--- config.mk ---
export PLATFORM = sky130hd
export DESIGN_NAME = mem_port_arbiter
export DESIGN_NICKNAME = d
export VERILOG_FILES = /design/src/rtl/mem_port_arbiter.sv
export SDC_FILE = /design/constraint.sdc
export NUM_CORES = 1
export LEC_CHECK = 0
export BUFFER_PORTS_ARGS = -buffer_cell sky130_fd_sc_hd__buf_2
export CAP_MARGIN = 5
export CORE_MARGIN = 2
export CORE_UTILIZATION = 45
export CTS_CLUSTER_DIAMETER = 200
export DETAILED_ROUTE_END_ITERATION = 10
export PLACE_DENSITY = 0.88
export RECOVER_POWER = 100
export SLEW_MARGIN = 20
export SYNTH_ARGS = -nofsm -noshare
export SYNTH_HDL_FRONTEND = slang
export SYNTH_SLANG_ARGS = --single-unit
--- constraint.sdc ---
create_clock -name clk -period 3.55 [get_ports clk]
set_input_delay 0.355 -clock clk [delete_from_list [all_inputs] [get_ports clk]]
set_output_delay 0.355 -clock clk [all_outputs]
set_load 0.1 [all_outputs]
--- src/rtl/mem_port_arbiter.sv ---
// Arbitrates IF, LD and ST requesters onto the shared byte-serial RAM sequencer, one transaction
// in flight. Define MEM_ARB_STARVE_GUARD_EN to force an IF grant after STARVE_LIMIT lost rounds.
module mem_port_arbiter #(
    parameter int unsigned ADDR_W   = 32,
    parameter int unsigned DATA_W   = 32,
    parameter int unsigned UART_GAP = 2
`ifdef MEM_ARB_STARVE_GUARD_EN
    ,
    parameter int unsigned STARVE_LIMIT = 4
`endif
) (
    input  logic              clk,
    input  logic              rst,
    input  logic              rdy,
    input  logic              flush,
    input  logic              uart_full,
    input  logic              if_req,
    input  logic [ADDR_W-1:0] if_addr,
    output logic              if_done,
    input  logic              ld_req,
    input  logic [ADDR_W-1:0] ld_addr,
    input  logic [2:0]        ld_size,
    output logic              ld_done,
    input  logic              st_req,
    input  logic [ADDR_W-1:0] st_addr,
    input  logic [DATA_W-1:0] st_data,
    input  logic [2:0]        st_size,
    output logic              st_done,
    input  logic              sb_empty,
    output logic [DATA_W-1:0] rdata,
    output logic              mem_valid,
    output logic              mem_write,
    output logic [ADDR_W-1:0] mem_addr,
    output logic [DATA_W-1:0] mem_wdata,
    output logic [2:0]        mem_size,
    input  logic              mem_ready,
    input  logic              mem_done,
    input  logic [DATA_W-1:0] mem_rdata
);

    localparam int unsigned GAP_W = $clog2(UART_GAP + 2);

    typedef enum logic [1:0] {StIdle, StIssue, StWait, StDrop} state_e;
    typedef enum logic [1:0] {SrcIf, SrcLd, SrcSt} src_e;

    state_e            state_q, state_d;
    src_e              src_q, src_d;
    logic              write_q, write_d;
    logic [ADDR_W-1:0] addr_q, addr_d;
    logic [2:0]        size_q, size_d;
    logic [DATA_W-1:0] wdata_q, wdata_d;
    logic [DATA_W-1:0] rdata_q, rdata_d;
    logic [2:0]        done_q, done_d;  // {st, ld, if}
    logic [GAP_W-1:0]  gap_q, gap_d;

    logic st_io, ld_io, st_elig, ld_elig, arb_en, force_if, flush_hit, grant;
    src_e grant_src;

    assign st_io     = (st_addr[17:16] == 2'b11);
    assign ld_io     = (ld_addr[17:16] == 2'b11);
    assign st_elig   = st_req && (!st_io || (!uart_full && (gap_q == '0)));
    assign ld_elig   = ld_req && (!ld_io || sb_empty);
    // The cycle a done pulse is visible the finishing requester still holds its request.
    assign arb_en    = (state_q == StIdle) && (done_q == 3'b000);
    assign flush_hit = flush && (src_q != SrcSt);

    always_comb begin
        grant     = 1'b0;
        grant_src = SrcIf;
        if (arb_en) begin
            if (force_if) begin
                grant     = 1'b1;
                grant_src = SrcIf;
            end else if (st_elig) begin
                grant     = 1'b1;
                grant_src = SrcSt;
            end else if (ld_elig) begin
                grant     = 1'b1;
                grant_src = SrcLd;
            end else if (if_req) begin
                grant     = 1'b1;
                grant_src = SrcIf;
            end
        end
    end

`ifdef MEM_ARB_STARVE_GUARD_EN
    localparam int unsigned STV_W = $clog2(STARVE_LIMIT + 2);

    logic [STV_W-1:0] starve_q, starve_d;

    assign force_if = if_req && (starve_q == STV_W'(STARVE_LIMIT));

    always_comb begin
        starve_d = starve_q;
        if (grant) begin
            if (grant_src == SrcIf) begin
                starve_d = '0;
            end else if (if_req && (starve_q != STV_W'(STARVE_LIMIT))) begin
                starve_d = starve_q + STV_W'(1);
            end
        end
    end

    always_ff @(posedge clk) begin
        if (rst) begin
            starve_q <= '0;
        end else if (rdy) begin
            starve_q <= starve_d;
        end
    end
`else
    assign force_if = 1'b0;
`endif

    always_comb begin
        state_d = state_q;
        src_d   = src_q;
        write_d = write_q;
        addr_d  = addr_q;
        size_d  = size_q;
        wdata_d = wdata_q;
        rdata_d = rdata_q;
        done_d  = 3'b000;
        gap_d   = (gap_q != '0) ? gap_q - GAP_W'(1) : gap_q;
        unique case (state_q)
            StIdle: begin
                if (grant) begin
                    state_d = StIssue;
                    src_d   = grant_src;
                    unique case (grant_src)
                        SrcSt: begin
                            write_d = 1'b1;
                            addr_d  = st_addr;
                            size_d  = st_size;
                            wdata_d = st_data;
                        end
                        SrcLd: begin
                            write_d = 1'b0;
                            addr_d  = ld_addr;
                            size_d  = ld_size;
                            wdata_d = '0;
                        end
                        default: begin
                            write_d = 1'b0;
                            addr_d  = if_addr;
                            size_d  = 3'd4;
                            wdata_d = '0;
                        end
                    endcase
                end
            end
            StIssue: begin
                // An accepted request must still be drained even if cancelled.
                if (flush_hit) begin
                    state_d = mem_ready ? StDrop : StIdle;
                end else if (mem_ready) begin
                    state_d = StWait;
                end
            end
            StWait: begin
                if (mem_done) begin
                    state_d = StIdle;
                    if (!flush_hit) begin
                        unique case (src_q)
                            SrcSt:   done_d = 3'b100;
                            SrcLd:   done_d = 3'b010;
                            default: done_d = 3'b001;
                        endcase
                        if (!write_q) begin
                            rdata_d = mem_rdata;
                        end
                        if (write_q && (addr_q[17:16] == 2'b11)) begin
                            gap_d = GAP_W'(UART_GAP);
                        end
                    end
                end else if (flush_hit) begin
                    state_d = StDrop;
                end
            end
            StDrop: begin
                if (mem_done) begin
                    state_d = StIdle;
                end
            end
            default: state_d = StIdle;
        endcase
    end

    always_ff @(posedge clk) begin
        if (rst) begin
            state_q <= StIdle;
            src_q   <= SrcIf;
            write_q <= 1'b0;
            addr_q  <= '0;
            size_q  <= '0;
            wdata_q <= '0;
            rdata_q <= '0;
            done_q  <= '0;
            gap_q   <= '0;
        end else if (rdy) begin
            state_q <= state_d;
            src_q   <= src_d;
            write_q <= write_d;
            addr_q  <= addr_d;
            size_q  <= size_d;
            wdata_q <= wdata_d;
            rdata_q <= rdata_d;
            done_q  <= done_d;
            gap_q   <= gap_d;
        end
    end

    assign mem_valid = (state_q == StIssue);
    assign mem_write = write_q;
    assign mem_addr  = addr_q;
    assign mem_wdata = wdata_q;
    assign mem_size  = size_q;
    assign rdata     = rdata_q;
    assign if_done   = done_q[0];
    assign ld_done   = done_q[1];
    assign st_done   = done_q[2];

endmodule

Word-level counts from Yosys, hierarchy flattened

Index checks and enable logic that the tools add are counted.

Add/subtract/negate cells: 1
Equality and inequality tests: 15
Multiplexer cells: 28
Bitwise logic cells: 2
Reduce and logical (&&, ||, !) cells: 18

Operator list:

| operator                                               | count |
|---|---|
| one-hot mux 32 bit (2 select lines)                    | 1 |
| two-way mux 32 bit                                     | 1 |
| two-way mux 2 bit                                      | 14 |
| == test 2 bit (second input constant)                  | 7 |
| one-hot mux 3 bit (2 select lines)                     | 2 |
| AND reduction 5 bit                                    | 2 |
| two-way mux 3 bit                                      | 3 |
| one-hot mux 2 bit (4 select lines)                     | 1 |
| == test 2 x 1 -> 1 bit (second input constant)         | 3 |
| logical AND 1 bit                                      | 6 |
| two-way mux 1 bit                                      | 6 |
| inequality test 2 bit (second input constant)          | 3 |
| zero test 2 bit                                        | 2 |
| zero test 1 bit                                        | 3 |
| zero test 3 bit                                        | 1 |
| inequality test 3 x 1 -> 1 bit (second input constant) | 1 |
| inequality test 3 bit (second input constant)          | 1 |
| AND reduction 3 bit                                    | 1 |
| logical OR 1 bit                                       | 2 |
| NOT 1 bit                                              | 2 |
| nonzero test 2 bit                                     | 1 |
| subtractor 2 x 1 -> 2 bit (second input constant)      | 1 |

Register bits: 109
Input port bits: 177
Output and inout port bits: 104
Word-level logic and storage cells: 73

Depth between registers and ports, before layout

Word-level depth: 9
Gate-level depth with buffers: 11

Worst setup path after synthesis

OpenSTA, ideal clock, no wires.

Path kind: flip-flop to flip-flop
From: register done_q[0]
To: register size_q[1] (netlist: mem_size[1])
Library setup time: 0.071 ns
Arrival time: 2.871 ns
Required time: 3.479 ns
Path slack: 0.608 ns
Stages on the path, launching flop included: 11
Cells stage by stage: dfxtp_1 > or4_1 > nor2_1 > nand3_1 > inv_1 > ha_1 > clkbuf_1 > clkbuf_1 > a22oi_1 > or4_1 > a21oi_1

Longest elaborated chain between the ends: 5
Elaborated cells between the ends (all ways): 8
Those cells by class: 2 x eq/ne; 3 x mux; 3 x reduce/logical

RTL lines:

| what                                                           | line | text |
|---|---|---|
| start, declared                                                | 53   | `logic [2:0] done_q, done_d;` |
| start signal, assigned                                         | 209  | `done_q <= done_d;` |
| zero test 3 bit (*)                                            | 64   | `assign arb_en = (state_q == StIdle) && (done_q == 3'b000);` |
| logical AND 1 bit (*)                                          | 64   |  |
| two-way mux 2 bit (*)                                          | 70   | `if (arb_en) begin` |
| named net grant_src[1]                                         | 57   | `src_e grant_src;` |
| == test 2 x 1 -> 1 bit / == test 2 bit (equally long branches) | 131  | `unique case (grant_src)` |
| one-hot mux 3 bit (2 select lines) (*)                         | 131  |  |
| end signal, assigned                                           | 206  | `size_q <= size_d;` |
| end, declared                                                  | 50   | `logic [2:0] size_q, size_d;` |

The timed path passes the listed nets; every way through them passes the cells marked *.
A chain may end at the register's enable or synchronous reset.

Final worst setup path

From: register state_q[1]
To: register wdata_q[1] (netlist: mem_wdata[1])

Longest elaborated chain between the ends: 5
Elaborated cells between the ends (all ways): 7
Those cells by class: 1 x eq/ne; 3 x mux; 3 x reduce/logical

RTL lines:

| what                   | line | text |
|---|---|---|
| start, declared        | 46   | `state_e state_q, state_d;` |
| start signal, assigned | 192  | `state_q <= StIdle;` |
| start signal, assigned | 202  | `state_q <= state_d;` |
| zero test 2 bit        | 64   |  |
| logical AND 1 bit      | 64   |  |
| two-way mux 2 bit      | 70   |  |
| named net grant_src[1] | 57   |  |
| == test 2 bit          | 131  |  |
| two-way mux 32 bit     | 131  |  |
| end signal, assigned   | 207  | `wdata_q <= wdata_d;` |
| end, declared          | 51   | `logic [DATA_W-1:0] wdata_q, wdata_d;` |

The timed path passes the listed nets, and every way through them passes these cells.

==> flow_metrics.tcl <==
set metrics [dict create \
    cp-start-kind "register" \
    post-layout-total-power_mw 3.105 \
    synth.mux.area_fraction_pct 0 \
    worst_setup_path_end_kind "register" \
    drt-wirelength-per-cell_um 15.29 \
    final_routed_drc_violation_total 0 \
    worstHoldPathType "input port to register" \
    p_seq_share_pct 42.6 \
    numCtsBuffers 9 \
    timing.final.crit_period_ps 3078 \
    totalWireLength_mm 15.61 \
    clk_pin_slew_ps 100 \
    setup.worst_path.class "register to register" \
    ys_async_sr_fraction_pct 0 \
    combinational_family_with_the_most_area_after_synthesis "simple AND/OR/NAND/NOR gates" \
    clockRootBuffer "sky130_fd_sc_hd__clkbuf_8" \
    critPathMaxFanout 30 \
    timing.max_cap.violations 0 \
    p_sw_mw 1.238 \
    rsz0062_at_grt "false" \
    fp.dieH_um 109.8 \
    hold-worst-slack_ps 215.3 \
    post-dp-hpwl_mm 10.97 \
    grt_pass1_vias 4994 \
    grt_overflow_total 0 \
    number_of_port_buffers 280 \
    post_cts_setup_bufs 0 \
    final_nets 1057 \
    report.final.setup_viol 0 \
    die_area_um2 12050 \
    grt_first_pass_wirelength_mm 23.97 \
    grt_start_max_net_pins 93 \
    layout_worst_path_cycle_share_pct 86.69 \
    route.antenna.remaining_nets 0 \
    timing.reg2reg.worst_path_depth 8 \
    rr_endpoint "mem_wdata[1]" \
    hold_buffers 0 \
    h-tree-depth 3 \
    netlist_instances 641 \
    synth_xor_area_share_pct 0.1740 \
    worst_pin_slew_ps 1410 \
    clock_power_share_pct 24.1 \
    reg_to_reg_start "state_q[1]" \
    synthesis.nets 823 \
    die_w_um 109.8 \
    synthFlopType "sky130_fd_sc_hd__dfxtp_1" \
    achievable_frequency_mhz 324.9 \
    insertion_delay_ps 370 \
    critical_path_arrival_ps 3370 \
    share_of_post_route_cells_with_drive_strength_above_1_pct 23.07 \
    synth-adder-area-share_pct 1.243 \
    num_rows 38 \
    timing.setup.tns_ps 0 \
    postLayoutSetupSlackWorst_ps 472.4 \
    clockBufferDepth 2 \
    layout-area-overhead-vs-synth_pct 29.78 \
    hold_path_startpoint "mem_rdata[30]" \
    mostFrequentLayoutCell "sky130_fd_sc_hd__buf_2" \
    worst-endpoint-required_ps 3840 \
    place_worst_setup_slack_ps 583.6 \
    part_of_the_yosys_area_used_for_sequential_elements_pct 43.35 \
    vdd_ir_drop_max_mv 0.2855 \
    starting_density_of_the_core_pct 46.23 \
    slew_headroom_pct 5.971 \
    synth_top_area_cell "sky130_fd_sc_hd__dfxtp_1" \
    detailedRoute.firstIterationViolations 410 \
    post_synth_simple_gate_area_pct 27.02 \
    grt_antenna_before_repair 1 \
    core_area_um2 10890 \
    io_pins 281 \
    ff2ff_setup_slack_ps 470 \
    synth_area_per_cell_um2 7.853 \
    number_of_warning_messages_in_the_yosys_log 0 \
    cts_tree "built" \
    yosys_register_bits 109 \
    cell_internal_pwr_mw 1.867 \
    hold_path_end "rdata[30]" \
    power_frac_comb_pct 33.3 \
    synth_top_cell_area_share_pct 43.35 \
    routed_via_density 5.527 \
    routabilityCongestion 0.8699 \
    p_leak_nw 2.467 \
    power-per-cell-area_nw_per_um2 475.3 \
    via_count 5643 \
    synth_edf_count 0 \
    syn-cell-area_um2 5034 \
    most-common-layout-cells "sky130_fd_sc_hd__buf_2 (175), sky130_fd_sc_hd__dfxtp_1 (109), sky130_fd_sc_hd__clkbuf_1 (108)" \
    drtPass1Iterations 4 \
    swShare_pct 39.88 \
    run_status "finished, final reports clean" \
    fill_cells 1061 \
    hold_path_stages 3 \
    cts_repair_resize_count 0 \
    finalMaxSlewViolations 0 \
    synth_compound_area_share_pct 22.27 \
    fin_worst_skew_ps 12.98 \
    finalHoldViolations 0 \
    cts_sinks 109 \
    synth.distinct_cells 34 \
    grt_usage_pct 25.02 \
    netlist_top_cells_area "sky130_fd_sc_hd__dfxtp_1 (43%), sky130_fd_sc_hd__a21oi_1 (7.3%), sky130_fd_sc_hd__o21ai_0 (6.6%), sky130_fd_sc_hd__a221oi_1 (5.7%), sky130_fd_sc_hd__nand2_1 (5.1%)" \
]
[registers in the layout, indices dropped and copies added, names as in the netlist]
| name | cells |
|---|---|
| gap_q | 2 |
| state_q | 2 |
| mem_write | 1 |
| rdata | 32 |
| done_q | 3 |
| mem_addr | 32 |
| src_q | 2 |
| mem_wdata | 32 |
| mem_size | 3 |
[logic make-up after synthesis]
group,Yosys count
AND/OR/NAND/NOR,260
AO/OA/AOI/OAI,189
flip-flops,109
buffers and inverters,77
adder cells (fa/ha/maj),5
XOR/XNOR,1
[cell usage after synthesis, drive strengths merged, types with 5 or more instances]
cell    instances
nor2b          35
dfxtp         109
nand2b         35
ha              5
nor3           33
inv             9
nand4          33
nor2            7
a221oi         33
buf            10
a21oi          73
clkbuf         58
nand3          39
nand2          69
o21ai          69
[per-layer routing]
metal | vias up | part of all wire (%) | global-route usage, % | wire length (um)
li1 | 2763 | - | - | -
met1 | 2586 | 41 | 30.30 | 6365
met2 | 254 | 47 | 41.40 | 7386
met3 | 40 | 9.2 | 7.825 | 1438
met4 | 0 | 2.7 | 9.675 | 419
met5 | - | 0 | 0 | 0
[power by group through the flow]
stage | Clock (mW) | Sequential (mW) | Combinational [mW]
after CTS | 0.776 | 1.32 | 1.05
after floorplan | 0 | 1.79 | 0.361
after global placement | 0 | 1.34 | 1.04
after global routing | 0.819 | 1.33 | 1.10
final | 0.749 | 1.32 | 1.03
after detailed placement | 0 | 1.35 | 1.05
[area by class of cell]
| class | count | area (um^2) | area share, % |
|---|---|---|---|
| Clock buffer | 11 | 131.4 | 2.011 |
| Sequential cell | 109 | 2182 | 33.40 |
| Multi-Input combinational cell | 455 | 2572 | 39.38 |
| Clock inverter | 5 | 61.31 | 0.9385 |
| Timing Repair Buffer | 291 | 1374 | 21.03 |
| Tap cell | 140 | 175.2 | 2.681 |
| Antenna cell | 1 | 2.502 | 0.03831 |
| Inverter | 9 | 33.78 | 0.5171 |
[critical path: stages, from the launching register on]
cell and delay [ps]:
sky130_fd_sc_hd__dfxtp_1 360, sky130_fd_sc_hd__or4_1 590, sky130_fd_sc_hd__nor2_1 260, sky130_fd_sc_hd__nand3_1 170, sky130_fd_sc_hd__inv_1 100, sky130_fd_sc_hd__ha_2 560
sky130_fd_sc_hd__clkbuf_1 600, sky130_fd_sc_hd__nand4_1 160, sky130_fd_sc_hd__a21oi_1 190
[worst max path at each step]
stage	to	from	cells past startpoint	slack, ps
6_report	mem_wdata[1]	state_q[1]	8	470
5_1_grt	mem_wdata[18]	state_q[1]	8	220
2_1_floorplan	mem_size[1]	done_q[0]	10	610
4_1_cts	mem_addr[20]	state_q[1]	10	550
3_3_place_gp	mem_addr[23]	state_q[1]	10	650
3_5_place_dp	mem_addr[27]	state_q[1]	10	580
[per-stage QoR]
| stage | cell area (um^2) | cells | util [%] |
|---|---|---|---|
| 2_1_floorplan | 5034 | 641 | - |
| 3_3_place_gp | 6482 | 1004 | 59.54 |
| 3_5_place_dp | 6482 | 1004 | 59.54 |
| 4_1_cts | 6675 | 1020 | 61.31 |
| 5_1_grt | 6533 | 1021 | 60.00 |
| 6_report | 6533 | 1021 | 60.00 |
Note: power is estimated with default switching activity, not from simulation.
